==> config.mk <==
export PLATFORM = sky130hd
export DESIGN_NAME = pc_ir_unit
export DESIGN_NICKNAME = d
export VERILOG_FILES = /design/src/rtl/pc_ir_unit.sv
export SDC_FILE = /design/constraint.sdc
export NUM_CORES = 1
export LEC_CHECK = 0
export CORE_MARGIN = 2
export CORE_UTILIZATION = 34
export DETAILED_ROUTE_END_ITERATION = 6
export PLACE_DENSITY_LB_ADDON = 0.1
export SYNTH_ARGS = -nofsm -noshare
export SYNTH_HDL_FRONTEND = slang
export SYNTH_SLANG_ARGS = --single-unit
==> constraint.sdc <==
create_clock -name clk -period 4.8 [get_ports clk]
set_input_delay 0.72 -clock clk [delete_from_list [all_inputs] [get_ports clk]]
set_output_delay 0.72 -clock clk [all_outputs]
set_load 0.01 [all_outputs]
==> src/rtl/pc_ir_unit.sv <==
// PC / OldPC / IR / memory-data / ALUOut holder for the multicycle RISC-V core, with branch resolution.
// Optional retired-fetch counter enabled by defining PC_IR_INSTRET_EN.
module pc_ir_unit #(
  parameter int              XLEN      = 32,
  parameter logic [XLEN-1:0] RESET_PC  = '0,
  parameter logic [31:0]     NOP_INSTR = 32'h0000_0013
) (
  input  logic            clk,
  input  logic            reset,
  input  logic            IRWrite,
  input  logic            PCUpdate,
  input  logic            beq,
  input  logic            bne,
  input  logic            blt,
  input  logic            bge,
  input  logic            Zero,
  input  logic            Negative,
  input  logic            Overflow,
  input  logic [XLEN-1:0] ALUResult,
  input  logic [XLEN-1:0] Result,
  input  logic [XLEN-1:0] ReadData,
  output logic [XLEN-1:0] PC,
  output logic [XLEN-1:0] OldPC,
  output logic [31:0]     Instr,
  output logic [XLEN-1:0] Data,
  output logic [XLEN-1:0] ALUOut,
  output logic            PCWrite,
  output logic [6:0]      opcode,
  output logic [2:0]      funct3,
  output logic [6:0]      funct7,
  output logic [4:0]      rs1,
  output logic [4:0]      rs2,
  output logic [4:0]      rd,
  output logic [31:0]     instret
);

  logic lt;

  // Signed less-than taken from the flags of the SUB performed in the branch cycle.
  assign lt      = Negative ^ Overflow;
  assign PCWrite = PCUpdate | (beq & Zero) | (bne & ~Zero) | (blt & lt) | (bge & ~lt);

  always_ff @(posedge clk or posedge reset) begin
    if (reset) begin
      PC <= RESET_PC;
    end else if (PCWrite) begin
      PC <= Result;
    end
  end

  // OldPC samples the pre-update PC, so fetch can write PC and IR on the same edge.
  always_ff @(posedge clk or posedge reset) begin
    if (reset) begin
      OldPC <= RESET_PC;
      Instr <= NOP_INSTR;
    end else if (IRWrite) begin
      OldPC <= PC;
      Instr <= ReadData[31:0];
    end
  end

  always_ff @(posedge clk or posedge reset) begin
    if (reset) begin
      Data   <= '0;
      ALUOut <= '0;
    end else begin
      Data   <= ReadData;
      ALUOut <= ALUResult;
    end
  end

  assign opcode = Instr[6:0];
  assign rd     = Instr[11:7];
  assign funct3 = Instr[14:12];
  assign rs1    = Instr[19:15];
  assign rs2    = Instr[24:20];
  assign funct7 = Instr[31:25];

`ifdef PC_IR_INSTRET_EN
  logic [31:0] instret_q;

  always_ff @(posedge clk or posedge reset) begin
    if (reset) begin
      instret_q <= '0;
    end else if (IRWrite) begin
      instret_q <= instret_q + 32'd1;
    end
  end

  assign instret = instret_q;
`else
  assign instret = '0;
`endif

endmodule

* Word-level counts from Yosys, hierarchy flattened
Cells that the tools add are included.
** Storage, ports and cells
- Input bits :: 107
- Memories kept :: 0
- Memory bits (read-only) :: 0
- Flip-flop bits (word level) :: 160
- Bits in latches :: 0
- RAM bits :: 0
- Logic and storage cells :: 16
** Operators by class
- Add/sub/neg operators :: 0
- Div/mod/pow operators :: 0
- Bitwise gates (word level) :: 11
- Multiplexer cells :: 0
- Reductions and logical operators :: 0
- Multipliers :: 0
- Equal/unequal tests :: 0
- Shift-type cells :: 0
- Magnitude comparators :: 0
** Operators with widths (number)
- 1-bit AND :: 4
- 1-bit OR :: 4
- 1-bit NOT :: 2
- 1-bit bitwise XOR :: 1

* Depth between registers and ports, before layout
Gate-level depths: netlist of run 1.
- Depth in word-level cells :: 5
- Mapped depth :: 5

* Least setup slack after synthesis of run 1
Ideal clock, no wire load.
- Path kind :: input to output
- Start point :: input Overflow
- End point :: output PCWrite
- Data arrival time :: 1408 ps
- Cell stages on the path :: 4
- Slack :: 2672 ps
- Buffers on the path :: 1
- Cells stage by stage :: xnor2_1 > mux2i_1 > nand2_2 > buf_6
** Between the ends
- Word-level cells in the longest chain between the ends :: 4
** RTL lines
- start: declaration :: line 18 : input logic Overflow,
- 1-bit bitwise XOR * :: line 40 : assign lt = Negative ^ Overflow;
- 1-bit AND or 1-bit NOT (tied branches) :: line 41 : assign PCWrite = PCUpdate | (beq & Zero) | (bne & ~Zero) | (blt & lt) | (bge & ~lt);
- 1-bit OR or 1-bit AND (tied branches) :: line 41
- 1-bit OR * :: line 41
- end: declaration :: line 27 : output logic PCWrite,
Mark *: on every way between the ends. The rest lies on a longest branch, timed or not.

* Worst setup path in the final report of run 1
- Start point :: input Negative
- End point :: output PCWrite
** Between the ends
- Word-level cells in the longest chain between the ends :: 4
** RTL lines
- start: declaration :: line 17 : input logic Negative,
- 1-bit bitwise XOR * :: line 40
- 1-bit AND or 1-bit NOT (tied branches) :: line 41
- 1-bit OR or 1-bit AND (tied branches) :: line 41
- 1-bit OR * :: line 41
Marked as above.

==> results.tsv, run 1 <==
stage	metric	value	unit
status	status	finished clean	
routing	drt pass-1 iters	4	
floorplanning	chip width	134.5	um
grt	GRT Total Usage	0.1580	
worst_hold_path	Hold Startpoint	OldPC[9]	
cts	Root Driver	clkbuf_16	
final_layout	Filler Cell Count	1362	
cts	PostCTS Resize Cnt	0	
synthesis	Synth Flop Type	dfrtp_1	
grt	Overflow after GRT	0	
critical_path	WP data arrival	2.20	ns
synthesis	Distinct cells, synth	15	
grt	largest net degree at the start of global routing	92	
synthesis	Async SR Flop Fraction	1.000	
timing	relative slew slack	0.2566	
synthesis	Mapped Area	5792	um^2
floorplanning	Top-Level Pins	332	
synthesis	number of flops mapped to enable cells by yosys	0	
power	Switch Pwr	0.8402	mW
final_layout	Synth-to-Final Area Change	59.65	%
timing	Min Clock Period, post-route	2.925	ns
cts	CTS tree	yes	
critical_path	Startpoint Class	input port	
placement	I/O Buffers	299	
final_layout	share of cells above drive strength 1	0.2178	
grt	initial antenna violation count	0	
cts	clock buffer depth	2	
power	Comb power frac	0.184	
final_layout	area of the multi-input gates	1349	um^2
timing	final setup fails	0	
placement	Cells after DPL	817	
cts	Clk Latency, worst-skew pair	0.41	ns
timing	Slew Limit Fails	0	
critical_path	Crit Path Max Fanout	2	
timing	Hold Vio Cnt, Final	0	
floorplanning	Initial Util	0.3480	
power	cell area power density	375.0	nW/um^2
synthesis	Post-synth top cells	157 x dfrtp_1, 67 x mux2_2, 64 x buf_4, 29 x mux2_4, 6 x buf_2	
timing	f_max	0.3419	GHz
cts	Post-CTS Setup Inserts	0	
cts	Num CTS Buffers	17	
routing	via count	3589	
power	sequential power share	0.442	
power	total power draw	3.467	mW
placement	worst slack, placed	1.871	ns
placement	DPL Wire Length	10.18	mm
floorplanning	# rows	47	
routing	Via density	4.227	
synthesis	area leader, netlist	dfrtp_1	
routing	DR iter-0 viols	53	
synthesis	register area share after synthesis	0.6919	
synthesis	most common cell in the netlist	dfrtp_1	
final_layout	Reg area	4008	um^2
floorplanning	Core ar.	16640	um^2
worst_hold_path	HP Class	flip-flop to flip-flop	
power	Peak VDD IR	0.2271	mV
power	Sw Ratio	0.2423	
cts	H-tree Lvls	4	
cts	Post-CTS Hold Buffers	0	
synthesis	Post-Syn Instances	337	
critical_path	kind of critical path	input port to primary output	
final_layout	Nets	723	
power	Internal	2.627	mW
timing	RSZ-0062 raised after global routing	no	
timing	setup ws final	1.875	ns
timing	Worst-Margin Slew	1.115	ns
timing	Final Cycle Share	0.6093	
synthesis	Synth top area share	0.6783	
timing	final clock skew	0.004717	ns
synthesis	#FFs+latches synth	160	
timing	setup total negative slack	0	ns
final_layout	Ant. Diodes	0	
grt	first-pass GRT wire length	21.63	mm
critical_path	origin of the critical flop-to-flop path	PC[17]	
placement	GP Congestion	0.7666	
final_layout	post-route insts no fill	849	
synthesis	Area contributors post-synth	dfrtp_1 68%, mux2_2 13%, buf_4 8.3%	
power	Leakage	3.971	nW
synthesis	YS warnings	0	
routing	drt wl/cell	16.45	um
routing	Final ANT Viol Nets	0	
cts	Worst-path clk slew	0.06	ns
synthesis	mean post-synth cell area	17.19	um^2
critical_path	worst path required time	4.08	ns
power	Clock power frac	0.374	
cts	clock sinks	160	
routing	Post-route DRC	0	
routing	routed wire length	13.97	mm
floorplanning	Die H	134.5	um
job	maxcap violations	0	
critical_path	Setup crit end kind	primary output	
floorplanning	die area	18090	um^2
critical_path	Worst Setup SP	Negative	
grt	vias in the first global route	3788	
==> final cells by class <==
cell class / count / share of cell area
inverters: 1 / 0.0008119
well taps: 220 / 0.02977
flip-flops and latches: 160 / 0.4334
clock inverters: 11 / 0.01150
multi-input cells: 133 / 0.1459
repair buffers: 303 / 0.3277
clock buffers: 21 / 0.05088
==> critical path, stage by stage <==
cell             delay [ns]
clkdlybuf4s50_1        0.49
xnor2_1                0.14
mux2i_1                0.26
nand2_2                0.10
clkdlybuf4s50_1        0.49
==> registers in the layout, summed over array words and instances (netlist names) <==
signal	count
ALUOut	32
Data	32
Instr	32
OldPC	32
PC	32
==> worst paths after layout <==
check	endpoint	slack, ns	depth (start not counted)
setup / recovery	PCWrite	1.88	5
hold / removal	OldPC[9]	0.50	1
setup reg to reg	PC[17]	4.00	1
hold reg to reg	OldPC[9]	0.50	1
max in group asynchronous	Instr[1]	3.14	3
min in group asynchronous	Instr[26]	0.73	2
==> cell families (layout without fill, tap and decap cells) <==
family / count (synthesis) / count (layout) / share of synthesized area
buffers and inverters: 75 / 336 / 0.09527
AND/OR/NAND/NOR: 2 / 2 / 0.002162
other: 1 / 32 / 0.0006475
multiplexers: 97 / 97 / 0.2072
flip-flops: 160 / 160 / 0.6919
XOR/XNOR: 1 / 1 / 0.001512
AO/OA/AOI/OAI: 1 / 1 / 0.001297
==> layer usage <==
layer	wire length, um	track usage	vias to the layer above
li1	-	-	1589
met1	5123	0.1740	1801
met2	7411	0.2718	176
met3	1062	0.05593	23
met4	371	0.07719	0
met5	0	0	-
==> cells in the final DEF, fill, tap and decap left out, drive strengths merged <==
cell type / n
clkdlybuf4s50: 298
dfrtp: 157
mux2: 96
conb: 32
clkbuf: 21
clkinvlp: 7
buf: 5
dfstp: 3
inv: 2
clkinv: 2
xnor2: 1
mux2i: 1
nor2b: 1
a211oi: 1
nand2: 1
bufinv: 1
==> metrics by stage <==
stage               hold WS [ns]  utilization  instance area (um^2)
global placement          0.4898       0.5209                  8670
floorplan                 0.5512            -                  5912
detailed placement        0.4947       0.5209                  8670
finish                    0.5034       0.5556                  9246
global route              0.5124       0.5556                  9246
CTS                       0.5085       0.5556                  9246
==> power by group through the flow <==
stage | clock, mW | sequential (mW) | combinational, mW
final | 1.30 | 1.53 | 0.638
after global routing | 1.42 | 1.55 | 0.680
after CTS | 1.34 | 1.53 | 0.651
after detailed placement | 0 | 1.56 | 0.648
after global placement | 0 | 1.55 | 0.644
after floorplan | 0 | 1.61 | 0.228
Power figures use the tool's default switching activity.
==> run 2, diff against run 1 <==
Clock period 4.8 ns to 2.4 ns, I/O delays scaled along.
==> results.tsv, run 2 (same netlist as run 1, synthesis figures left out) <==
stage	metric	value	unit
timing	Hold Vio Cnt, Final	0	
floorplanning	chip width	134.5	um
cts	Root Driver	clkbuf_16	
critical_path	Crit Path Max Fanout	2	
floorplanning	die area	18090	um^2
power	total power draw	7.084	mW
timing	Slew Limit Fails	0	
critical_path	Setup crit end kind	primary output	
timing	Min Clock Period, post-route	2.244	ns
grt	GRT Total Usage	0.1582	
power	Peak VDD IR	0.4786	mV
power	Comb power frac	0.181	
timing	setup total negative slack	0	ns
final_layout	share of cells above drive strength 1	0.2175	
cts	clock buffer depth	2	
critical_path	ordered list of cells on the worst path	clkdlybuf4s50_1 -> xnor2_1 -> mux2i_1 -> nand2_2 -> clkdlybuf4s50_1	
routing	drt wl/cell	16.32	um
cts	CTS tree	yes	
power	Internal	5.458	mW
floorplanning	Die H	134.5	um
timing	Final Cycle Share	0.9350	
routing	Post-route DRC	0	
worst_hold_path	HP Class	input port to asynchronous set/reset pin	
final_layout	Ant. Diodes	0	
critical_path	origin of the critical flop-to-flop path	PC[8]	
floorplanning	# rows	47	
critical_path	max incr delay on CP	0.51	ns
grt	first-pass GRT wire length	21.65	mm
power	Sw Ratio	0.2296	
routing	Via density	4.151	
final_layout	Nets	725	
routing	DR iter-0 viols	74	
placement	GP Congestion	0.7607	
power	sequential power share	0.432	
timing	f_max	0.4456	GHz
placement	I/O Buffers	299	
final_layout	Synth-to-Final Area Change	60.86	%
critical_path	Startpoint Class	input port	
routing	Final ANT Viol Nets	0	
critical_path	R2R Setup Slk	1.61	ns
floorplanning	Initial Util	0.3480	
grt	initial antenna violation count	0	
timing	RSZ-0062 raised after global routing	no	
cts	Worst-path clk slew	0.06	ns
timing	final setup fails	0	
grt	largest net degree at the start of global routing	66	
placement	DPL Wire Length	10.20	mm
final_layout	Finished Core Util	0.5598	
cts	Clk Latency, worst-skew pair	0.41	ns
critical_path	RR Endpoint	OldPC[8]	
power	Switch Pwr	1.626	mW
critical_path	FF-to-FF path depth	1	
routing	drt pass-1 iters	4	
critical_path	WP data arrival	1.88	ns
floorplanning	Top-Level Pins	332	
cts	PostCTS Resize Cnt	0	
grt	vias in the first global route	3824	
critical_path	kind of critical path	input port to primary output	
status	status	finished clean	
floorplanning	Core ar.	16640	um^2
final_layout	Filler Cell Count	1352	
critical_path	cell with the most instances on the worst path	clkdlybuf4s50_1	
cts	Post-CTS Setup Inserts	0	
power	Leakage	4.019	nW
job	maxcap violations	0	
cts	Num CTS Buffers	17	
power	cell area power density	760.4	nW/um^2
cts	Post-CTS Hold Buffers	0	
cts	clock sinks	160	
power	Clock power frac	0.386	
routing	routed wire length	13.87	mm
grt	Overflow after GRT	0	
final_layout	most frequent cells in the layout	298 x clkdlybuf4s50_1, 157 x dfrtp_1, 67 x mux2_2, 32 x conb_1, 29 x mux2_4	
final_layout	area of the multi-input gates	1349	um^2
final_layout	commonest non-fill, non-tap cell in the layout	clkdlybuf4s50_1	
cts	H-tree Lvls	4	
critical_path	worst path required time	2.04	ns
critical_path	CP max-delay cell	clkdlybuf4s50_1	
timing	final clock skew	0.003723	ns
routing	via count	3528	
final_layout	Reg area	4008	um^2
## run 2: cell types whose count changed in the layout (fill, tap and decap cells not counted), sizes merged
cell      delta
clkbuf       +1
inv          -2
buf          +2
bufinv       +2
clkinvlp     -4
clkinv       +2
## run 2: layer usage
layer / share of wire / global-route usage
met4: 0.021 / 0.06199
met5: 0 / 0
met1: 0.36 / 0.1721
met2: 0.53 / 0.2781
met3: 0.084 / 0.06156
## run 2: cell type report
| class | count | share of cell area |
|---|---|---|
| flip-flops and latches | 160 | 0.4302 |
| repair buffers | 305 | 0.3296 |
| multi-input cells | 133 | 0.1448 |
| clock buffers | 22 | 0.05090 |
| well taps | 220 | 0.02955 |
| clock inverters | 9 | 0.01424 |
| inverters | 1 | 0.0008058 |
## run 2: how the worst max path moves through the flow
stage | slack (ns) | to | cells after the start | startpoint
finish | 0.16 | PCWrite | 5 | Negative
global route | 0.1 | PCWrite | 5 | Overflow
CTS | 0.15 | PCWrite | 5 | Negative
detailed placement | 0.16 | PCWrite | 5 | Negative
global placement | 0.16 | PCWrite | 5 | Negative
floorplan | 0.01 | ALUOut[0] | 1 | reset
## run 2: worst max-delay path: cells and delay by family
family	cells	cell delay, ns
simple gates	1	0.11
mux	1	0.25
xor+xnor	1	0.15
buf+inv	2	1.01
## run 2: per-stage QoR
stage | std cells | worst slack, ns | hold slack (ns) | instance area (um^2)
floorplan | 368 | 0.01361 | 0.3914 | 5912
global route | 850 | 0.09703 | 0.2979 | 9316
CTS | 850 | 0.1462 | 0.2817 | 9316
detailed placement | 819 | 0.1620 | 0.4946 | 8710
finish | 850 | 0.1561 | 0.2903 | 9316
global placement | 819 | 0.1647 | 0.4906 | 8710
## run 2: power groups by stage
stage / combinational, mW / sequential [mW] / clock, mW
finish: 1.28 / 3.06 / 2.74
global route: 1.37 / 3.10 / 2.97
global placement: 1.30 / 3.10 / 0
floorplan: 0.456 / 3.21 / 0
CTS: 1.31 / 3.07 / 2.83
detailed placement: 1.30 / 3.11 / 0
==> run 3, diff against run 2 <==
--- a/config.mk
+++ b/config.mk
@@ -7,3 +7,2 @@
 export LEC_CHECK = 0
-export CORE_MARGIN = 2
 export CORE_UTILIZATION = 34
==> constraint.sdc (replaced) <==
create_clock -name clk -period 2.4 [get_ports clk]
set_input_delay 0.6 -clock clk [delete_from_list [all_inputs] [get_ports clk]]
set_output_delay 0.6 -clock clk [all_outputs]
set_load 0.01 [all_outputs]
==> results.tsv, run 3 (same netlist as run 1, synthesis figures left out) <==
stage	metric	value	unit
placement	Cells after DPL	821	
critical_path	worst setup path endpoint	PCWrite	
routing	drt wl/cell	16.36	um
critical_path	WP data arrival	1.71	ns
critical_path	origin of the critical flop-to-flop path	PC[2]	
floorplanning	Top-Level Pins	332	
routing	DR iter-0 viols	55	
critical_path	FF-to-FF path depth	1	
critical_path	ordered list of cells on the worst path	clkdlybuf4s50_1 -> xnor2_1 -> mux2i_1 -> nand2_2 -> buf_2	
grt	vias in the first global route	3734	
critical_path	max incr delay on CP	0.48	ns
routing	drt pass-1 iters	4	
power	Sw Ratio	0.2324	
power	cell area power density	767.3	nW/um^2
timing	Final Cycle Share	0.9637	
timing	final setup fails	0	
worst_hold_path	HP Class	flip-flop to flip-flop	
power	sequential power share	0.426	
routing	routed wire length	13.96	mm
final_layout	share of cells above drive strength 1	0.2227	
final_layout	Nets	727	
power	total power draw	7.202	mW
final_layout	commonest non-fill, non-tap cell in the layout	clkdlybuf4s50_1	
floorplanning	chip width	132.5	um
timing	Worst-Margin Slew	0.6354	ns
power	Internal	5.528	mW
final_layout	Filler Cell Count	1342	
critical_path	R2R Setup Slk	1.60	ns
grt	largest net degree at the start of global routing	44	
grt	first-pass GRT wire length	22.02	mm
cts	Clk Latency, worst-skew pair	0.42	ns
status	status	finished clean	
floorplanning	Die H	132.5	um
final_layout	Ant. Diodes	0	
critical_path	RR Endpoint	PC[2]	
floorplanning	Core ar.	16580	um^2
cts	clock buffer depth	2	
timing	setup ws final	0.08715	ns
timing	relative slew slack	0.5764	
critical_path	kind of critical path	input port to primary output	
floorplanning	# rows	47	
floorplanning	Initial Util	0.3493	
cts	Post-CTS Setup Inserts	0	
floorplanning	die area	17560	um^2
timing	Slew Limit Fails	0	
cts	clock sinks	160	
critical_path	Startpoint Class	input port	
job	maxcap violations	0	
placement	I/O Buffers	299	
routing	Via density	4.189	
critical_path	worst path required time	1.80	ns
final_layout	most frequent cells in the layout	297 x clkdlybuf4s50_1, 157 x dfrtp_1, 67 x mux2_2, 32 x conb_1, 29 x mux2_4	
grt	initial antenna violation count	0	
critical_path	CP max-delay cell	clkdlybuf4s50_1	
timing	final clock skew	0.003968	ns
cts	CTS tree	yes	
timing	RSZ-0062 raised after global routing	no	
grt	Overflow after GRT	0	
power	Leakage	4.044	nW
critical_path	Worst Setup SP	Negative	
final_layout	post-route insts no fill	853	
final_layout	Synth-to-Final Area Change	62.07	%
cts	Root Driver	clkbuf_16	
critical_path	Setup crit end kind	primary output	
power	Clock power frac	0.395	
placement	DPL Wire Length	10.46	mm
cts	Worst-path clk slew	0.06	ns
routing	via count	3573	
placement	worst slack, placed	-0.2668	ns
power	Comb power frac	0.179	
cts	Post-CTS Hold Buffers	0	
critical_path	Crit Path Max Fanout	2	
routing	Final ANT Viol Nets	0	
timing	f_max	0.4324	GHz
placement	GP Congestion	0.7605	
power	Switch Pwr	1.674	mW
timing	hold slack	0.5061	ns
routing	Post-route DRC	0	
cts	Num CTS Buffers	17	
power	Peak VDD IR	0.4616	mV
timing	Hold Vio Cnt, Final	0	
timing	Min Clock Period, post-route	2.313	ns
grt	GRT Total Usage	0.1677	
cts	H-tree Lvls	4	
run 3: changes by cell type in the layout (fill, tap and decap cells not counted), sizes merged:
cell | previous run | this run
clkdlybuf4s50 | 298 | 297
clkinvlp | 3 | 4
clkinv | 4 | 3
buf | 7 | 10
clkbuf | 22 | 20
bufinv | 3 | 4
inv | 0 | 2
run 3: metrics by stage:
stage,util,TNS (ns),area [um^2]
final,0.5660,0,9387
after global routing,0.5660,0,9387
after CTS,0.5660,0,9387
after detailed placement,0.5284,-2.706,8762
after global placement,0.5284,-1.736,8762
after floorplan,-,-35.54,5912
run 3: worst min-delay path by stage:
stage / startpoint / to / slack (ns) / cells after the start
3_5_place_dp: OldPC[20] / OldPC[20] / 0.50 / 1
6_report: OldPC[20] / OldPC[20] / 0.51 / 1
3_3_place_gp: OldPC[2] / OldPC[2] / 0.49 / 1
2_1_floorplan: OldPC[0] / OldPC[0] / 0.55 / 1
4_1_cts: OldPC[20] / OldPC[20] / 0.51 / 1
5_1_grt: OldPC[20] / OldPC[20] / 0.51 / 1
run 3: repair_timing:
item                                    4_1_cts  5_1_grt
hold endpoints to repair                      0        0
endpoints found under the setup margin        1        0
resized for setup                             4        0
run 3: area by class of cell:
type | count | area, um^2 | share of cell area
Sequential cell | 160 | 4008 | 0.4270
Multi-Input combinational cell | 133 | 1349 | 0.1437
Inverter | 1 | 7.507 | 0.0007998
Clock inverter | 12 | 182.7 | 0.01946
Tap cell | 220 | 275.3 | 0.02933
Timing Repair Buffer | 307 | 3118 | 0.3322
Clock buffer | 20 | 446.7 | 0.04759
run 3: worst max-delay path: cells and delay by family:
kind | cells | cell delay, ns
xor+xnor | 1 | 0.13
buf+inv | 2 | 0.63
mux | 1 | 0.27
simple gates | 1 | 0.08
run 3: power groups by stage:
stage	clock, mW	combinational, mW	sequential (mW)
after floorplan	0	0.456	3.21
final	2.85	1.29	3.06
after global routing	3.05	1.37	3.10
after detailed placement	0	1.31	3.12
after CTS	2.93	1.32	3.07
after global placement	0	1.30	3.10
run 3: metal layers:
metal  track usage  vias up  part of all wire
met5             0        -                 0
met4       0.07344        0             0.019
met3       0.05172       21             0.058
met2        0.2962      165              0.55
met1        0.1857     1786              0.38
li1              -     1601                 -
